==> src/rtl/mem_stage_lsu_if.sv <==
// Data-memory port of the MEM-stage LSU: req/gnt request phase, rvalid/rdata response phase.
interface mem_stage_lsu_if #(
  parameter int DATA_W = 32
);
  logic              req;
  logic              we;
  logic [DATA_W-1:0] addr;
  logic [3:0]        be;
  logic [DATA_W-1:0] wdata;
  logic              gnt;
  logic              rvalid;
  logic [DATA_W-1:0] rdata;

  modport master (
    output req, we, addr, be, wdata,
    input  gnt, rvalid, rdata
  );

  modport slave (
    input  req, we, addr, be, wdata,
    output gnt, rvalid, rdata
  );
endinterface

==> src/rtl/mem_stage_lsu.sv <==
// MEM-stage load/store unit: lane-steers stores, aligns/extends loads and stalls the
// pipeline across a variable-latency req/gnt/rvalid data-memory handshake.
module mem_stage_lsu #(
  parameter int DATA_W = 32
) (
  input  logic              clk_i,
  input  logic              rst_ni,
  input  logic              ld_en_i,
  input  logic              st_en_i,
  input  logic              sb_i,
  input  logic              sh_i,
  input  logic              lb_i,
  input  logic              lh_i,
  input  logic              lbu_i,
  input  logic              lhu_i,
  input  logic [DATA_W-1:0] addr_i,
  input  logic [DATA_W-1:0] wdata_i,
  output logic              stall_o,
  output logic              misalign_o,
  output logic              ld_valid_o,
  output logic [DATA_W-1:0] ld_data_o,
  mem_stage_lsu_if.master   dmem
);

  typedef enum logic [1:0] {IDLE, REQ, WAIT, DONE} state_e;
  typedef enum logic [1:0] {SZ_B, SZ_H, SZ_W} size_e;

  state_e            state_q, state_d;
  size_e             size_n, size_p0;
  logic              sext_n, sext_p0;
  logic              access_n, misal_n;
  logic [3:0]        be_n, be_p0;
  logic [DATA_W-1:0] wdata_n, wdata_p0, addr_p0;
  logic              we_p0;
  logic              launch, capture, stall, misal_flag, req, ld_valid;

  function automatic logic [DATA_W-1:0] extract(input logic [DATA_W-1:0] rdata,
                                                input logic [1:0]        ofs,
                                                input size_e             sz,
                                                input logic              sext);
    logic        [DATA_W-1:0] sh;
    logic signed [7:0]        b;
    logic signed [15:0]       h;
    logic signed [DATA_W-1:0] sext_b, sext_h;
    sh     = rdata >> {ofs, 3'b000};
    b      = sh[7:0];
    h      = sh[15:0];
    sext_b = DATA_W'(b);
    sext_h = DATA_W'(h);
    case (sz)
      SZ_B:    extract = sext ? sext_b : {{(DATA_W-8){1'b0}}, sh[7:0]};
      SZ_H:    extract = sext ? sext_h : {{(DATA_W-16){1'b0}}, sh[15:0]};
      default: extract = sh;
    endcase
  endfunction

  // Decode: a store wins over a simultaneous load, so size comes from the store flags.
  always_comb begin
    access_n = ld_en_i | st_en_i;
    sext_n   = 1'b0;
    size_n   = SZ_W;
    if (st_en_i) begin
      if (sb_i)      size_n = SZ_B;
      else if (sh_i) size_n = SZ_H;
    end else begin
      if (lb_i | lbu_i)      size_n = SZ_B;
      else if (lh_i | lhu_i) size_n = SZ_H;
      sext_n = lb_i | lh_i;
    end
    misal_n = access_n & (((size_n == SZ_W) & (addr_i[1:0] != 2'b00)) |
                          ((size_n == SZ_H) & addr_i[0]));
    case (size_n)
      SZ_B:    be_n = 4'b0001 << addr_i[1:0];
      SZ_H:    be_n = addr_i[1] ? 4'b1100 : 4'b0011;
      default: be_n = 4'b1111;
    endcase
    case (size_n)
      SZ_B:    wdata_n = {4{wdata_i[7:0]}};
      SZ_H:    wdata_n = {2{wdata_i[15:0]}};
      default: wdata_n = wdata_i;
    endcase
  end

  // FSM next-state and handshake controls
  always_comb begin
    state_d    = state_q;
    stall      = 1'b0;
    misal_flag = 1'b0;
    req        = 1'b0;
    ld_valid   = 1'b0;
    launch     = 1'b0;
    capture    = 1'b0;
    case (state_q)
      IDLE: begin
        if (access_n) begin
          if (misal_n) begin
            misal_flag = 1'b1;
          end else begin
            stall   = 1'b1;
            launch  = 1'b1;
            state_d = REQ;
          end
        end
      end
      REQ: begin
        req   = 1'b1;
        stall = 1'b1;
        if (dmem.gnt) state_d = we_p0 ? DONE : WAIT;
      end
      WAIT: begin
        stall = 1'b1;
        if (dmem.rvalid) begin
          capture = 1'b1;
          state_d = DONE;
        end
      end
      DONE: begin
        // Pipeline advances on this edge; the next instruction is only seen back in IDLE.
        ld_valid = ~we_p0;
        state_d  = IDLE;
      end
      default: state_d = IDLE;
    endcase
  end

  // p0: control state and load result
  always_ff @(posedge clk_i or negedge rst_ni) begin
    if (!rst_ni) begin
      state_q   <= IDLE;
      we_p0     <= 1'b0;
      ld_data_o <= '0;
    end else begin
      state_q <= state_d;
      if (launch)  we_p0     <= st_en_i;
      if (capture) ld_data_o <= extract(dmem.rdata, addr_p0[1:0], size_p0, sext_p0);
    end
  end

  // p0: request fields latched at launch, held stable until grant
  always_ff @(posedge clk_i) begin
    if (launch) begin
      addr_p0  <= addr_i;
      be_p0    <= be_n;
      wdata_p0 <= wdata_n;
      size_p0  <= size_n;
      sext_p0  <= sext_n;
    end
  end

  // Combinational outputs are forced low while reset is asserted.
  assign stall_o    = rst_ni & stall;
  assign misalign_o = rst_ni & misal_flag;
  assign ld_valid_o = ld_valid;

  assign dmem.req   = req;
  assign dmem.we    = req & we_p0;
  assign dmem.addr  = req ? {addr_p0[DATA_W-1:2], 2'b00} : '0;
  assign dmem.be    = req ? be_p0 : 4'b0000;
  assign dmem.wdata = req ? wdata_p0 : '0;

endmodule

==> src/flat_wrapper.sv <==
// flat-port wrapper written by rule: the top's interface ports become plain ports
module mem_stage_lsu_flat 
#(
  parameter int DATA_W = 32
)
  (clk_i, rst_ni, ld_en_i, st_en_i, sb_i, sh_i, lb_i, lh_i, lbu_i, lhu_i, addr_i, wdata_i, stall_o, misalign_o, ld_valid_o, ld_data_o, dmem_req, dmem_we, dmem_addr, dmem_be, dmem_wdata, dmem_gnt, dmem_rvalid, dmem_rdata);
  mem_stage_lsu_if #(.DATA_W(DATA_W)) dmem_i ();
  input  logic clk_i;
  input  logic rst_ni;
  input  logic ld_en_i;
  input  logic st_en_i;
  input  logic sb_i;
  input  logic sh_i;
  input  logic lb_i;
  input  logic lh_i;
  input  logic lbu_i;
  input  logic lhu_i;
  input  logic [DATA_W-1:0] addr_i;
  input  logic [DATA_W-1:0] wdata_i;
  output logic stall_o;
  output logic misalign_o;
  output logic ld_valid_o;
  output logic [DATA_W-1:0] ld_data_o;
  output wire logic [$bits(dmem_i.req)-1:0] dmem_req;
  output wire logic [$bits(dmem_i.we)-1:0] dmem_we;
  output wire logic [$bits(dmem_i.addr)-1:0] dmem_addr;
  output wire logic [$bits(dmem_i.be)-1:0] dmem_be;
  output wire logic [$bits(dmem_i.wdata)-1:0] dmem_wdata;
  input wire logic [$bits(dmem_i.gnt)-1:0] dmem_gnt;
  input wire logic [$bits(dmem_i.rvalid)-1:0] dmem_rvalid;
  input wire logic [$bits(dmem_i.rdata)-1:0] dmem_rdata;
  assign dmem_req = dmem_i.req;
  assign dmem_we = dmem_i.we;
  assign dmem_addr = dmem_i.addr;
  assign dmem_be = dmem_i.be;
  assign dmem_wdata = dmem_i.wdata;
  assign dmem_i.gnt = dmem_gnt;
  assign dmem_i.rvalid = dmem_rvalid;
  assign dmem_i.rdata = dmem_rdata;
  mem_stage_lsu #(.DATA_W(DATA_W)) u_core (.clk_i(clk_i), .rst_ni(rst_ni), .ld_en_i(ld_en_i), .st_en_i(st_en_i), .sb_i(sb_i), .sh_i(sh_i), .lb_i(lb_i), .lh_i(lh_i), .lbu_i(lbu_i), .lhu_i(lhu_i), .addr_i(addr_i), .wdata_i(wdata_i), .stall_o(stall_o), .misalign_o(misalign_o), .ld_valid_o(ld_valid_o), .ld_data_o(ld_data_o), .dmem(dmem_i));
endmodule
==> config.mk <==
export PLATFORM = sky130hd
export DESIGN_NAME = mem_stage_lsu_flat
export DESIGN_NICKNAME = d
export VERILOG_FILES = /design/src/rtl/mem_stage_lsu_if.sv /design/src/rtl/mem_stage_lsu.sv /design/src/flat_wrapper.sv
export SDC_FILE = /design/constraint.sdc
export NUM_CORES = 1
export LEC_CHECK = 0
export BUFFER_PORTS_ARGS = -buffer_cell sky130_fd_sc_hd__buf_2
export CAP_MARGIN = 30
export CORE_ASPECT_RATIO = 2
export CORE_UTILIZATION = 25
export CTS_CLUSTER_SIZE = 24
export DETAILED_ROUTE_END_ITERATION = 10
export GPL_ROUTABILITY_DRIVEN = 0
export MAX_ROUTING_LAYER = met4
export PLACE_DENSITY = 0.48
export SLEW_MARGIN = 10
export SYNTH_ARGS = -nofsm -noshare
export SYNTH_HDL_FRONTEND = slang
export SYNTH_SLANG_ARGS = --single-unit
==> constraint.sdc <==
create_clock -name clk_i -period 2.69 [get_ports clk_i]
set_input_delay 0.1345 -clock clk_i [delete_from_list [all_inputs] [get_ports clk_i]]
set_output_delay 0.1345 -clock clk_i [all_outputs]
set_load 0.05 [all_outputs]
======== After elaboration in Yosys (flattened, before gate mapping) ========
Cells that the tools add are included.
word-level totals
  flip-flop bits (word level) ............. 106
  input bits .............................. 108
  output and inout bits ................... 105
cells by class
  equality and inequality tests ........... 10
  shifts and indexed selects .............. 2
  mux-type cells .......................... 31
  bitwise logic cells ..................... 12
  reduce and logical (&&, ||, !) cells .... 6
operators by type and width
  cell                                                 count
  two-way mux 32 bit                                   4
  one-hot mux 32 bit (2 select lines)                  2
  >> shifter 32 x 5 -> 32 bit                          1
  two-way mux 2 bit                                    9
  two-way mux 1 bit                                    11
  two-way mux 4 bit                                    2
  one-hot mux 2 bit (4 select lines)                   1
  one-hot mux 4 bit (2 select lines)                   1
  bitwise AND 1 bit                                    6
  equality test 2 x 1 -> 1 bit, second input constant  3
  equality test 2 bit, second input constant           3
  logical NOT 2 bit                                    3
  != test 2 bit, second input constant                 3
  OR 1 bit                                             5
  AND reduction 4 bit                                  1
  << shifter 1 x 2 -> 4 bit, first input constant      1
  != test 2 x 1 -> 1 bit, second input constant        1
  one-hot mux 1 bit (2 select lines)                   1
  nonzero test 2 bit                                   1
  OR reduction 2 bit                                   1
  NOT 1 bit                                            1

======== Logic depth before layout (Yosys ltp) ========
  word-level depth ........................ 12
  depth in mapped cells ................... 8
  gate-level depth less buffers ........... 6

======== Worst setup path after synthesis ========
OpenSTA, ideal clock, no wires.
  path kind ............................... reg2reg
  start ................................... reg u_core.state_q[0]
  end ..................................... reg u_core.addr_p0[0] (enable)
  library setup time ...................... 0.425 ns
  arrival ................................. 2.407 ns
  path slack .............................. -0.142 ns
  cell stages (with the launch flop) ...... 6
  clock period less this slack ............ 2.832 ns
  cell sequence ........................... dfrtp_1 -> inv_1 -> ha_1 -> o21ai_0 -> nand3b_1 -> inv_1
on the way
  longest elaborated chain between the ends .. 2
ends and longest elaborated chain
  element                  RTL line              source
  start, declared          mem_stage_lsu.sv:28   state_e state_q, state_d;
  start signal, assigned   mem_stage_lsu.sv:133  state_q <= state_d;
  logical NOT 2 bit        mem_stage_lsu.sv:93   case (state_q)
  two-way mux 1 bit        mem_stage_lsu.sv:93
  named net u_core.launch  mem_stage_lsu.sv:35   logic launch, capture, stall, misal_flag, req, ld_valid;
  end signal, assigned     mem_stage_lsu.sv:142  addr_p0 <= addr_i;
  end, declared            mem_stage_lsu.sv:33   logic [DATA_W-1:0] wdata_n, wdata_p0, addr_p0;
The timed path passes the listed nets, and every way through them passes these cells.
A chain may end at the register's enable or synchronous reset.

======== Final worst setup path ========
  start ................................... reg u_core.state_q[0]
  end ..................................... out stall_o
on the way
  longest elaborated chain between the ends .. 4
  elaborated cells on any way between the ends .. 6
  classes of those cells .................. eq/ne: 2; mux: 1; bitwise: 1; reduce/logical: 2
ends and longest elaborated chain
  element                                                                     RTL line              source
  equality test 2 x 1 -> 1 bit / equality test 2 bit (equally long branches)  mem_stage_lsu.sv:93
  OR reduction 2 bit (no source line)                                         -
  one-hot mux 1 bit (2 select lines) *                                        mem_stage_lsu.sv:93
  bitwise AND 1 bit *                                                         mem_stage_lsu.sv:151  assign stall_o = rst_ni & stall;
  end, declared                                                               flat_wrapper.sv:20    output logic stall_o;
Mark *: on every way between the ends. The rest lies on a longest branch, timed or not.

==> reports/results.txt <==
Outcome: complete, no violations
Mapped Cells: 418
Synthesized area: 5080 um2
Compound-gate portion of the synthesized area: 12.0%
Ports: 213
Worst-Skew Late Latency: 0.35 ns
Adder-cell share of the synthesized area: 1.48%
Sequential Power Share: 30.1%
Post-Place Worst Slack: 0.523 ns
Crit start category: register
Synth top area cells: edfxtp_1 (42%), dfrtp_1 (17%), and2_1 (9.4%)
Multi-input logic area: 1930 um2
CORE AREA: 19900 um2
DR iter-0 viols: 133
DRC: 0
Sequential-to-total area share from yosys stat: 59.2%
Fin. Hold Viols: 0
Dpl cells: 876
Total Routed Length: 14600 um
Pwr dens: 1150 nW/um2
Hold Crit Depth: 1
Net count, final: 778
Initial antenna violation count: 0
Width of the die: 103 um
Post-DP HPWL: 11200 um
Async S/R FF share, synth: 33.0%
Fmax: 0.433 GHz
Synth unique cells: 41
Chip height: 204 um
Max Root-Sink Buffers: 2
Vias in the first global route: 4315
Number of synthesized flops with an enable pin: 71
Seq cells post-synth: 106
CTS resizes: 0
Worst VDD drop: 446 uV
Worst-Margin Slew: 0.882 ns
CTS Sinks: 106
Predominant post-synthesis flop cell: edfxtp_1
Final setup vio count: 0
Antenna-violating nets left: 0
Area share of the largest cell type after synthesis: 42.0%
FF-to-FF path depth: 6
Final WS setup: 0.379 ns
Share of cells above drive strength 1: 39.2%
Gate power share: 53.8%
XOR/XNOR Fraction of Synth Area: 0%
Synth Warn #: 0
Layout area overhead: 40.8%
Sequential Area: 3010 um2
Clock skew: 0.0118 ns
Area of the die: 20900 um2
Detailed Routing Iterations Pass 1: 4
Largest family of logic cells by synthesized area: simple AND/OR/NAND/NOR gates
IO buf count: 210
Mean Syn Cell Area: 12.2 um2
Largest area contributor in the netlist: edfxtp_1
CP endpoint kind: primary output
Total Routing Usage GR: 14.6%
Cts bufs inserted: 9
Worst setup path startpoint: u_core.state_q[0]$_DFFE_PN0P_
Final setup TNS: 0 ns
DR vias: 4102
First-pass GRT wire length: 22100 um
CP Data Arrival Time: 2.18 ns
N_diodes: 0
Site Rows: 73
Post-synth top cells: and2_1 (76), edfxtp_1 (71), nand2_1 (38)
CTS tree: yes
Final Util: 35.9%
Largest net degree at the start of global routing: 55
Max-Cap Viols: 0
Leak: 3.19 nW
Simple logic cell fraction of the synthesized area: 16.8%
Fin cells: 931
Cell-internal power: 0.00421 W
Starting Density: 25.5%
Grt ovf: 0
Top-count cell post-synth: and2_1
Max Slew Vio Count: 0
Critical Path RT: 2.56 ns
Fin crit share: 85.9%
CP Max Fanout: 5
Clock power frac: 16.2%
Root buffer cell: clkbuf_16
Hold Path Origin: addr_i[0]
Max-slew headroom: 41.0%
Unrepaired setup endpoints after global routing: no
H-tree Lvls: 3
P_sw: 0.00404 W
Mux contribution to synthesized area: 7.34%
Setup Crit Path Kind: register to primary output
Routed WL per cell: 15.7 um
Post-layout min period: 2.31 ns
Sw frac: 49.0%
Vias per inst: 4.41
Min-Delay Path Class: primary input to register
R2r startpoint: u_core.state_q[0]$_DFFE_PN0P_
Clock slew at reported path FFs: 0.07 ns
Fillers: 2074
[through the flow]
step / instance area (um2) / hold slack, ns / power (W)
floorplan: 5090 / -0.161 / 0.00580
global placement: 6460 / 0.221 / 0.00692
detailed placement: 6460 / 0.220 / 0.00696
CTS: 7150 / 0.0516 / 0.00838
global route: 7150 / 0.0538 / 0.00869
finish: 7150 / 0.0645 / 0.00824
[cell usage in the layout, fill, tap and decap left out, drive strengths merged, types with 9 or more instances in the layout]
| master | count |
|---|---|
| buf | 222 |
| and2 | 76 |
| edfxtp | 71 |
| dlygate4sd3 | 39 |
| nand2 | 38 |
| dfrtp | 35 |
| nor2 | 19 |
| mux2i | 17 |
| o22a | 16 |
| mux2 | 16 |
| o21ai | 14 |
| nor2b | 13 |
| clkbuf | 12 |
| a211oi | 9 |
| a21oi | 9 |
[cell type report]
type                            count  share of cell area (%)
Clock buffer                       12                    3.45
Inverter                            7                   0.420
Sequential cell                   106                    42.1
Multi-Input combinational cell    279                    27.0
Tap cell                          262                    4.58
Clock inverter                      4                   0.735
Timing Repair Buffer              261                    21.8
[flip-flops by register name (all words and copies together), names as in the netlist]
name	cells
u_core.size_p0	2
u_core.be_p0	4
u_core.addr_p0	32
u_core.ld_data_o	32
u_core.wdata_p0	32
u_core.state_q	2
u_core.we_p0	1
u_core.sext_p0	1
[cell families after synthesis]
kind of cell | Yosys count
muxes | 34
and+or+nand+nor | 158
adders and majority gates | 6
other | 1
DFF | 106
AOI/OAI and AO/OA | 79
buffers and inverters | 34
[layer usage]
layer	vias to the layer above	share of wire (%)	GRT usage, %
li1	1975	-	-
met1	1963	37	14.1
met2	149	56	27.8
met3	15	4.7	2.23
met4	0	2.1	5.99
met5	-	0	-
[worst max-delay path, cell delays in order (launching register included)]
cell	delay [ns]
dfrtp_1	0.42
inv_1	0.15
ha_1	0.22
o21ai_0	0.12
nand3b_1	0.26
a211oi_1	0.35
buf_2	0.32
[power groups by stage]
| stage | Clock (W) | Sequential (W) | Combinational (W) |
|---|---|---|---|
| after floorplan | 0 | 0.00336 | 0.00244 |
| after global placement | 0 | 0.00251 | 0.00441 |
| after detailed placement | 0 | 0.00252 | 0.00444 |
| after CTS | 0.00139 | 0.00249 | 0.00450 |
| after global routing | 0.00145 | 0.00254 | 0.00470 |
| final | 0.00133 | 0.00248 | 0.00443 |
[path summary, 6_finish.rpt]
kind / slack [ns] / end
max: 0.38 / stall_o
min: 0.06 / u_core.addr_p0[0]$_DFFE_PP_
max reg2reg: 0.55 / u_core.addr_p0[14]$_DFFE_PP_
min reg2reg: 0.48 / u_core.ld_data_o[9]$_DFFE_PN0P_
max in group asynchronous: 1.97 / u_core.ld_data_o[2]$_DFFE_PN0P_
min in group asynchronous: 0.39 / u_core.state_q[1]$_DFFE_PN0P_
[what timing repair did]
| action | CTS | global route |
|---|---|---|
| buffers inserted | 0 | 0 |
| hold buffers | 39 | 0 |
| hold endpoints to repair | 73 | 0 |
Power figures use the tool's default switching activity.
